**src/rtl/cw_decoder_top_if.sv**
```systemverilog
// Codeword-in / message-byte-out bus of the constant-weight decoder.
interface cw_decoder_top_if #(
   parameter int unsigned N = 18
);
   logic         start;
   logic [N-1:0] cw_in;
   logic         cw_valid;
   logic         cw_ready;
   logic [7:0]   msg_byte;
   logic         byte_valid;
   logic         byte_ready;
   logic         busy;
   logic         done;
   logic         err;

   // Source / sink side (drives codewords, accepts bytes)
   modport master (
      output start, cw_in, cw_valid, byte_ready,
      input  cw_ready, msg_byte, byte_valid, busy, done, err
   );

   // Decoder side
   modport slave (
      input  start, cw_in, cw_valid, byte_ready,
      output cw_ready, msg_byte, byte_valid, busy, done, err
   );
endinterface

```
**src/rtl/cw_decoder_top.sv**
```systemverilog
// 18-choose-9 constant-weight decoder: ranks each codeword to a 15-bit
// index, serialises it MSB-first and packs the stream into message bytes.
module cw_decoder_top #(
   parameter int unsigned N      = 18,
   parameter int unsigned W      = 9,
   parameter int unsigned K      = 15,
   parameter int unsigned NUM_CW = 10
) (
   input logic            clk,
   input logic            rst,
   cw_decoder_top_if.slave bus
);

   localparam int unsigned RW    = 16;
   localparam int unsigned PW    = $clog2(N);
   localparam int unsigned PCW   = $clog2(N + 1);
   localparam int unsigned WW    = $clog2(W + 1);
   localparam int unsigned CNW   = $clog2(NUM_CW + 1);
   localparam int unsigned BCW   = $clog2(K + 1);
   localparam int unsigned TBITS = N * (W + 1) * RW;
   localparam int unsigned TW    = $clog2(TBITS);

   // Binomial table C(i,w), i<N, w<=W, flattened row-major, RW bits per entry
   function automatic logic [TBITS-1:0] build_tbl();
      logic [TBITS-1:0] t;
      int unsigned      c;
      t = '0;
      for (int unsigned i = 0; i < N; i++) begin
         c = 1;
         for (int unsigned w = 0; w <= W; w++) begin
            t[(i * (W + 1) + w) * RW +: RW] = RW'(c);
            c = (w < i) ? (c * (i - w)) / (w + 1) : 0;
         end
      end
      return t;
   endfunction

   localparam logic [TBITS-1:0] TBL = build_tbl();

   typedef enum logic [2:0] {
      S_IDLE, S_WAIT, S_RANK, S_CHECK, S_SHIFT, S_FLUSH, S_DONE
   } state_t;

   state_t          state;
   logic [N-1:0]    cw_reg;
   logic [RW-1:0]   rank;
   logic [WW-1:0]   w_left;
   logic [PW-1:0]   pos;
   logic [PCW-1:0]  pop;
   logic [K-1:0]    idx_sr;
   logic [BCW-1:0]  bit_cnt;
   logic [CNW-1:0]  cw_cnt;
   logic [3:0]      pk_cnt;

   logic [TW-1:0]   tbl_base;
   logic [RW-1:0]   c_val;
   logic            cur_bit;
   logic            bit_in;
   logic            accept;
   logic            shift_en;

   // Table lookup for the current position / remaining weight
   assign tbl_base = (TW'(pos) * TW'(W + 1) + TW'(w_left)) * TW'(RW);
   assign c_val    = TBL[tbl_base +: RW];
   assign cur_bit  = cw_reg[pos];
   assign bit_in   = idx_sr[K-1];

   // A full byte leaves when taken; a new bit may enter in that same cycle
   assign accept   = bus.byte_valid & bus.byte_ready;
   assign shift_en = (state == S_SHIFT) & (~bus.byte_valid | bus.byte_ready);

   // Control FSM, ranking datapath and byte packer
   always_ff @(posedge clk or posedge rst) begin
      if (rst) begin
         state          <= S_IDLE;
         cw_reg         <= '0;
         rank           <= '0;
         w_left         <= '0;
         pos            <= '0;
         pop            <= '0;
         idx_sr         <= '0;
         bit_cnt        <= '0;
         cw_cnt         <= '0;
         pk_cnt         <= '0;
         bus.cw_ready   <= 1'b0;
         bus.msg_byte   <= '0;
         bus.byte_valid <= 1'b0;
         bus.busy       <= 1'b0;
         bus.done       <= 1'b0;
         bus.err        <= 1'b0;
      end else begin
         bus.done <= 1'b0;

         // Packer: bit k of a byte lands at position 7-k, so the unfilled
         // low bits are already zero when a partial byte is flushed
         if (accept) begin
            bus.byte_valid <= 1'b0;
            if (shift_en) begin
               bus.msg_byte <= {bit_in, 7'b0};
               pk_cnt       <= 4'd1;
            end else begin
               bus.msg_byte <= '0;
               pk_cnt       <= 4'd0;
            end
         end else if (shift_en) begin
            bus.msg_byte <= bus.msg_byte | ({bit_in, 7'b0} >> pk_cnt);
            pk_cnt       <= pk_cnt + 4'd1;
            if (pk_cnt == 4'd7) bus.byte_valid <= 1'b1;
         end else if (state == S_FLUSH && !bus.byte_valid && pk_cnt != 4'd0) begin
            bus.byte_valid <= 1'b1;
            pk_cnt         <= 4'd8;
         end

         case (state)
            S_IDLE: begin
               if (bus.start) begin
                  state        <= S_WAIT;
                  bus.err      <= 1'b0;
                  cw_cnt       <= '0;
                  bus.cw_ready <= 1'b1;
                  bus.busy     <= 1'b1;
               end
            end

            S_WAIT: begin
               if (bus.cw_valid) begin
                  cw_reg       <= bus.cw_in;
                  rank         <= '0;
                  w_left       <= WW'(W);
                  pos          <= PW'(N - 1);
                  pop          <= '0;
                  state        <= S_RANK;
                  bus.cw_ready <= 1'b0;
               end
            end

            S_RANK: begin
               if (cur_bit) begin
                  pop <= pop + PCW'(1);
                  if (w_left != '0) begin
                     rank   <= rank + c_val;
                     w_left <= w_left - WW'(1);
                  end
               end
               if (pos == '0) state <= S_CHECK;
               else           pos   <= pos - PW'(1);
            end

            S_CHECK: begin
               // Bad codewords still emit K zero bits to keep byte alignment
               if (pop != PCW'(W) || rank >= RW'(1 << K)) begin
                  bus.err <= 1'b1;
                  idx_sr  <= '0;
               end else begin
                  idx_sr  <= rank[K-1:0];
               end
               bit_cnt <= '0;
               state   <= S_SHIFT;
            end

            S_SHIFT: begin
               if (shift_en) begin
                  idx_sr  <= {idx_sr[K-2:0], 1'b0};
                  bit_cnt <= bit_cnt + BCW'(1);
                  if (bit_cnt == BCW'(K - 1)) begin
                     cw_cnt <= cw_cnt + CNW'(1);
                     if (cw_cnt == CNW'(NUM_CW - 1)) begin
                        state <= S_FLUSH;
                     end else begin
                        state        <= S_WAIT;
                        bus.cw_ready <= 1'b1;
                     end
                  end
               end
            end

            S_FLUSH: begin
               if (!bus.byte_valid && pk_cnt == 4'd0) begin
                  state    <= S_DONE;
                  bus.done <= 1'b1;
               end
            end

            S_DONE: begin
               if (bus.start) begin
                  state        <= S_WAIT;
                  bus.err      <= 1'b0;
                  cw_cnt       <= '0;
                  bus.cw_ready <= 1'b1;
               end else begin
                  state    <= S_IDLE;
                  bus.busy <= 1'b0;
               end
            end

            default: state <= S_IDLE;
         endcase
      end
   end

endmodule

```
**src/flat_wrapper.sv**
```systemverilog
// flat-port wrapper written by rule: the top's interface ports become plain ports
module cw_decoder_top_flat 
#(
   parameter int unsigned N      = 18,
   parameter int unsigned W      = 9,
   parameter int unsigned K      = 15,
   parameter int unsigned NUM_CW = 10
)
  (clk, rst, bus_start, bus_cw_in, bus_cw_valid, bus_byte_ready, bus_cw_ready, bus_msg_byte, bus_byte_valid, bus_busy, bus_done, bus_err);
  cw_decoder_top_if #(.N(N)) bus_i ();
  input logic clk;
  input logic rst;
  input wire logic [$bits(bus_i.start)-1:0] bus_start;
  input wire logic [$bits(bus_i.cw_in)-1:0] bus_cw_in;
  input wire logic [$bits(bus_i.cw_valid)-1:0] bus_cw_valid;
  input wire logic [$bits(bus_i.byte_ready)-1:0] bus_byte_ready;
  output wire logic [$bits(bus_i.cw_ready)-1:0] bus_cw_ready;
  output wire logic [$bits(bus_i.msg_byte)-1:0] bus_msg_byte;
  output wire logic [$bits(bus_i.byte_valid)-1:0] bus_byte_valid;
  output wire logic [$bits(bus_i.busy)-1:0] bus_busy;
  output wire logic [$bits(bus_i.done)-1:0] bus_done;
  output wire logic [$bits(bus_i.err)-1:0] bus_err;
  assign bus_i.start = bus_start;
  assign bus_i.cw_in = bus_cw_in;
  assign bus_i.cw_valid = bus_cw_valid;
  assign bus_i.byte_ready = bus_byte_ready;
  assign bus_cw_ready = bus_i.cw_ready;
  assign bus_msg_byte = bus_i.msg_byte;
  assign bus_byte_valid = bus_i.byte_valid;
  assign bus_busy = bus_i.busy;
  assign bus_done = bus_i.done;
  assign bus_err = bus_i.err;
  cw_decoder_top #(.N(N), .W(W), .K(K), .NUM_CW(NUM_CW)) u_core (.clk(clk), .rst(rst), .bus(bus_i));
endmodule
```
**config.mk**
```make
export PLATFORM = sky130hd
export DESIGN_NAME = cw_decoder_top_flat
export DESIGN_NICKNAME = d
export VERILOG_FILES = /design/src/rtl/cw_decoder_top_if.sv /design/src/rtl/cw_decoder_top.sv /design/src/flat_wrapper.sv
export SDC_FILE = /design/constraint.sdc
export NUM_CORES = 1
export LEC_CHECK = 0
export BUFFER_PORTS_ARGS = -buffer_cell sky130_fd_sc_hd__buf_2
export CORE_MARGIN = 2
export CORE_UTILIZATION = 30
export DETAILED_ROUTE_END_ITERATION = 10
export HOLD_SLACK_MARGIN = 0.1
export PLACE_DENSITY = 0.44
export SLEW_MARGIN = 20
export SYNTH_ARGS = -nofsm -noshare
export SYNTH_HDL_FRONTEND = slang
export SYNTH_SLANG_ARGS = --single-unit
export TNS_END_PERCENT = 5
```
**constraint.sdc**
```tcl
create_clock -name clk -period 5 [get_ports clk]
set_input_delay 0.25 -clock clk [delete_from_list [all_inputs] [get_ports clk]]
set_output_delay 0.25 -clock clk [all_outputs]
set_load 0.05 [all_outputs]
```
==> impl_metrics.py, run 1 <==
metrics = {
    "cells_and_area": {
        "layout.cells.non_filler": 1336,
        "area_growth_pct": 18.9,
        "seqCellArea_mm2": 0.00228,
        "final_common_cell": "nand2_1",
        "final_nets": 1078,
        "diodes": 0,
        "final_util_pct": 36.0,
        "largest_reg_flops": 18,
        "mostFrequentLayoutCells": "156 x nand2_1, 90 x dfrtp_1, 85 x nor2_1",
        "fillers": 2681,
        "drive_gt1_share_pct": 16.3,
        "multi_input_area_mm2": 0.00504,
    },
    "critical_path": {
        "reg2reg_from": "u_core.pos[0]",
        "worst-r2r-setup-slack_ns": 0.25,
        "arrival_ns": 4.98,
        "path_class": "reg -> reg",
        "worstPathRequired_ns": 5.23,
        "ff2ff_path_depth": 21,
        "endpoint_kind": "register",
        "startpoint": "u_core.pos[0]",
        "worstSetupStartpointType": "register",
        "crit_fanout": 7,
        "r2r_end": "u_core.rank[12]",
    },
    "detailed_routing": {
        "first_iter_violations": 469,
        "wirelength_um": 23400,
        "antenna_left": 0,
        "firstDrtPassIters": 5,
        "vias_per_cell": 5.40,
        "drc": 0,
        "num_vias": 7213,
        "avgRoutedWirePerCell_um": 17.5,
    },
    "synth": {
        "synth_area_leaders": "dfrtp_1 30%, ha_1 8.4%, nand2_1 7.8%, a21oi_1 4.8%, nor2_1 4.3%",
        "yosys.area.top_type": "dfrtp_1",
        "synthArstFlopShare_pct": 100,
        "yosys.area.top_type_share_pct": 30.1,
        "synth_nets": 1019,
        "ys_types": 75,
        "synth_seq_cells": 91,
        "synth.cell_area_mm2": 0.00756,
        "yosysSeqAreaShare_pct": 30.1,
        "ys.flop_type": "dfrtp_1",
        "syn-instance-count": 942,
        "yosysWarnings": 0,
        "synth-edff-count": 0,
        "avgSynthCellArea_um2": 8.02,
    },
    "sta": {
        "period_needed_ns": 4.75,
        "fmax_ghz": 0.210,
        "rsz0062_at_grt": "true",
        "relSlewSlack_pct": 45.8,
        "setup_viol": 0,
        "tightest_slew_ns": 0.808,
        "fin_crit_sh_pct": 95.1,
        "holdWs_ns": 0.279,
        "hold_violations": 0,
        "report.final.slew_viol_count": 0,
        "clock_skew_ns": 0.00937,
        "worst_slack_ns": 0.246,
    },
    "min_path": {
        "min_to": "u_core.bus.msg_byte[7]",
        "hold_path_startpoint": "bus_byte_ready",
        "hold_depth": 3,
        "hold_class": "in -> reg",
    },
    "clock_network": {
        "cts_root_buf": "clkbuf_16",
        "numCtsBuffers": 9,
        "tritoncts": "yes",
        "cts.sinks": 91,
        "clk_latency_ns": 0.35,
        "htree_num_levels": 3,
        "clockBufferDepth": 2,
        "clk_pin_slew_ns": 0.07,
    },
    "die": {
        "num_rows": 58,
        "die_x_um": 163,
        "start_util_pct": 30.3,
        "die_area_mm2": 0.0265,
        "core_mm2": 0.0250,
        "fp.dieH_um": 163,
        "boundaryPins": 36,
    },
    "global_routing": {
        "antenna_found_initial": 0,
        "grt_pass1_vias": 7046,
        "track_usage_pct": 17.9,
        "grt_overflow": 0,
        "grt_pass1_wl_um": 38200,
        "grt_start_max_net_pins": 49,
    },
    "placed_design": {
        "place_congestion": 0.876,
        "dp_slack_ns": 0.176,
        "portBuffers": 35,
        "dpl.hpwl_um": 16900,
        "dp.cells": 1294,
    },
    "status": {
        "outcome": "completed",
    },
    "run": {
        "cap_violations": 0,
    },
}
==> cell usage after synthesis, types with 9 or more instances <==
cell and count:
a211oi_1 16, a21oi_1 72, a22oi_1 19, a31oi_1 13, and2_1 9, buf_2 20, clkbuf_1 34, dfrtp_1 91
ha_1 51, inv_1 22, mux2i_1 12, nand2_1 158, nand2b_1 13, nand3_1 25, nor2_1 87, nor3_1 23
o21ai_0 60, o31ai_1 19, or3_1 10, xnor2_1 14
==> worst max-delay path, cell delays in order, from the launching register on <==
cell and delay [ns]:
dfrtp_1 0.41, ha_1 0.24, fa_2 0.66, buf_4 0.17, o21a_1 0.29, mux2_2 0.24, a22oi_1 0.09, mux2i_1 0.15
a22oi_1 0.09, o221a_2 0.26, o22ai_1 0.15, ha_1 0.20, inv_1 0.06, fa_1 0.39, nand3b_1 0.21, a21oi_2 0.19
o31ai_2 0.09, a21boi_0 0.17, buf_4 0.17, nor4_1 0.05, a311oi_1 0.26, o21ai_1 0.10
==> final cells by class <==
type	instances	share of cell area, %
Multi-Input combinational cell	765	56.0
Timing Repair Buffer	112	9.70
Clock buffer	11	2.81
Tap cell	330	4.59
Clock inverter	5	0.501
Sequential cell	91	25.4
Inverter	22	0.988
==> worst max-delay path by stage <==
| stage | endpoint | slack, ns | depth (start not counted) |
|---|---|---|---|
| floorplan | u_core.rank[14] | 0.21 | 20 |
| global placement | u_core.rank[15] | 0.23 | 17 |
| detailed placement | u_core.rank[14] | 0.18 | 19 |
| CTS | u_core.rank[14] | 0.13 | 20 |
| global route | u_core.rank[14] | -0.06 | 21 |
| finish | u_core.rank[12] | 0.25 | 21 |
==> layer usage <==
layer / up-vias / wire length (um) / global-route usage [%]
met4: 0 / 738 / 6.92
met5: - / 0 / 0
met1: 3411 / 11000 / 24.6
li1: 3546 / - / -
met2: 209 / 10600 / 28.6
met3: 47 / 1060 / 2.55
==> cell families (layout without fill, tap and decap cells) <==
kind of cell / count (synthesis) / in the layout / synth area share (%)
simple gates: 370 / 370 / 22.2
compound gates: 290 / 290 / 25.4
flops: 91 / 91 / 30.1
buf+inv: 86 / 150 / 5.02
fa+ha+maj: 54 / 54 / 9.24
xor+xnor: 27 / 27 / 3.73
mux: 24 / 24 / 4.27
==> stage by stage <==
stage	cell area, um2	setup TNS, ns
detailed placement	8310	0
finish	8990	0
global route	8990	-0.0893
floorplan	7560	0
global placement	8310	0
CTS	8790	0
==> repair_timing <==
action                                  CTS  global route
buffers inserted                          0             6
hold buffers                             19             0
endpoints found under the hold margin    61             0
endpoints found under the setup margin    0             4
resized for setup                         0            25
Power of run 1 is not shown: default switching activity piles up to over one toggle a cycle in this logic, so the estimate is an artifact.
==> inputs of run 2 (changes only) <==
--- a/config.mk
+++ b/config.mk
@@ -6,6 +6,7 @@
 export NUM_CORES = 1
 export LEC_CHECK = 0
 export BUFFER_PORTS_ARGS = -buffer_cell sky130_fd_sc_hd__buf_2
+export CORE_ASPECT_RATIO = 2
 export CORE_MARGIN = 2
 export CORE_UTILIZATION = 30
 export DETAILED_ROUTE_END_ITERATION = 10
==> run 2 against run 1 <==
Against the previous run:
- global-route usage is 2.7 points higher
- worst setup slack got worse by 0.056 ns
- register-to-register slack got worse by 0.06 ns
- non-clock buffer count is 11 higher
- sequential cell count is the same
- via count is 3.1% higher
- first-iteration DRC count shrank 25%
- maximum frequency shrank 1.2%
==> impl_metrics.py, run 2 (synthesized netlist as in run 1, its figures left out) <==
metrics = {
    "cells_and_area": {
        "drive_gt1_share_pct": 17.1,
        "seqCellArea_mm2": 0.00228,
        "mostFrequentLayoutCells": "158 x nand2_1, 91 x dfrtp_1, 85 x nor2_1",
        "stdcell_area_mm2": 0.00907,
        "diodes": 0,
        "final_common_cell": "nand2_1",
        "final_util_pct": 36.4,
        "area_growth_pct": 20.0,
        "multi_input_area_mm2": 0.00504,
        "fillers": 2576,
        "largest_reg_flops": 18,
        "final_nets": 1089,
    },
    "sta": {
        "clock_skew_ns": 0.0106,
        "fin_crit_sh_pct": 96.2,
        "report.final.slew_viol_count": 0,
        "tns_ns": 0,
        "relSlewSlack_pct": 46.4,
        "rsz0062_at_grt": "true",
        "fmax_ghz": 0.208,
        "worst_slack_ns": 0.190,
        "tightest_slew_ns": 0.799,
        "period_needed_ns": 4.81,
        "hold_violations": 0,
        "setup_viol": 0,
    },
    "detailed_routing": {
        "first_iter_violations": 350,
        "antenna_left": 0,
        "drc": 0,
        "avgRoutedWirePerCell_um": 19.8,
        "vias_per_cell": 5.49,
        "wirelength_um": 26800,
        "num_vias": 7433,
        "firstDrtPassIters": 4,
    },
    "global_routing": {
        "grt_pass1_wl_um": 41900,
        "grt_overflow": 0,
        "grt_pass1_vias": 7568,
        "track_usage_pct": 20.7,
        "antenna_found_initial": 0,
        "grt_start_max_net_pins": 48,
    },
    "placed_design": {
        "place_area_mm2": 0.00843,
        "place_congestion": 0.981,
        "dp_slack_ns": -0.0127,
        "portBuffers": 35,
        "dpl.hpwl_um": 20800,
    },
    "die": {
        "fp.dieH_um": 228,
        "start_util_pct": 30.3,
        "core_mm2": 0.0249,
        "die_area_mm2": 0.0265,
        "num_rows": 82,
        "die_x_um": 116,
        "boundaryPins": 36,
    },
    "clock_network": {
        "cts_root_buf": "clkbuf_16",
        "numCtsBuffers": 9,
        "tritoncts": "yes",
        "clk_pin_slew_ns": 0.07,
        "clk_latency_ns": 0.36,
        "htree_num_levels": 3,
        "cts.sinks": 91,
        "clockBufferDepth": 2,
    },
    "critical_path": {
        "path_class": "reg -> reg",
        "reg2reg_from": "u_core.pos[1]",
        "arrival_ns": 5.09,
        "worstSetupStartpointType": "register",
        "r2r_end": "u_core.rank[15]",
        "endpoint_kind": "register",
        "crit_fanout": 9,
        "ff2ff_path_depth": 19,
        "worst-r2r-setup-slack_ns": 0.19,
        "worstPathRequired_ns": 5.28,
    },
    "min_path": {
        "hold_class": "in -> reg",
        "min_to": "u_core.cw_reg[0]",
        "hold_depth": 3,
        "hold_path_startpoint": "bus_cw_in[0]",
    },
    "status": {
        "outcome": "completed",
    },
    "run": {
        "cap_violations": 0,
    },
}
## run 2: cell count changes in the layout (fill, tap and decap cells not counted), sizes merged
cell,change
clkbuf,+1
clkinv,-1
buf,+14
inv,-2
bufinv,+2
dlygate4sd3,-3
## run 2: per-layer routing
metal	vias up	share of wire, %	GRT usage [%]	wire length, um
met5	-	0	0	0
met4	0	7.2	14.9	1930
met3	97	3.0	2.44	795
met2	222	56	39.0	15100
met1	3543	34	19.6	9010
li1	3571	-	-	-
## run 2: worst max-delay path by stage
stage,start,end,slack (ns)
5_1_grt,u_core.w_left[1],u_core.rank[15],-0.02
3_3_place_gp,u_core.pos[0],u_core.rank[15],0.02
3_5_place_dp,u_core.pos[0],u_core.rank[15],-0.01
6_report,u_core.pos[1],u_core.rank[15],0.19
2_1_floorplan,u_core.pos[1],u_core.rank[14],0.21
4_1_cts,u_core.pos[0],u_core.rank[15],0.003
## run 2: critical path, cell delays in order (launching register included)
cell	delay, ns
dfrtp_1	0.38
ha_1	0.29
ha_1	0.22
fa_1	0.44
xor2_2	0.21
buf_4	0.22
nor4b_1	0.07
a311oi_1	0.23
nand3_1	0.17
a221oi_1	0.34
o221a_2	0.28
o32ai_1	0.09
ha_1	0.27
a21o_1	0.21
a221o_1	0.37
a21oi_2	0.24
a21boi_0	0.13
o221a_2	0.26
o21a_1	0.17
a21oi_1	0.13
## run 2: cell type report
type / instances / share of cell area, %
sequential: 91 / 25.1
multi-input combinational: 765 / 55.6
inverter: 22 / 0.979
timing repair buffer: 123 / 10.1
tap: 336 / 4.64
clock inverter: 4 / 0.800
clock buffer: 12 / 2.83
## run 2: what timing repair did
item / 4_1_cts / 5_1_grt
hold buffers: 16 / 0
hold endpoints to repair: 61 / 0
setup endpoints to repair: 1 / 6
pin swaps: 0 / 3
buffers inserted: 0 / 4
cloned: 0 / 0
gates resized for setup: 1 / 21
## run 2: stage by stage
| step | cells | hold WS (ns) |
|---|---|---|
| after floorplan | 942 | 0.355 |
| after global placement | 1317 | 0.374 |
| after detailed placement | 1317 | 0.380 |
| after CTS | 1349 | 0.104 |
| after global routing | 1353 | 0.111 |
| final | 1353 | 0.112 |
Power of run 2 is left out for the same reason.
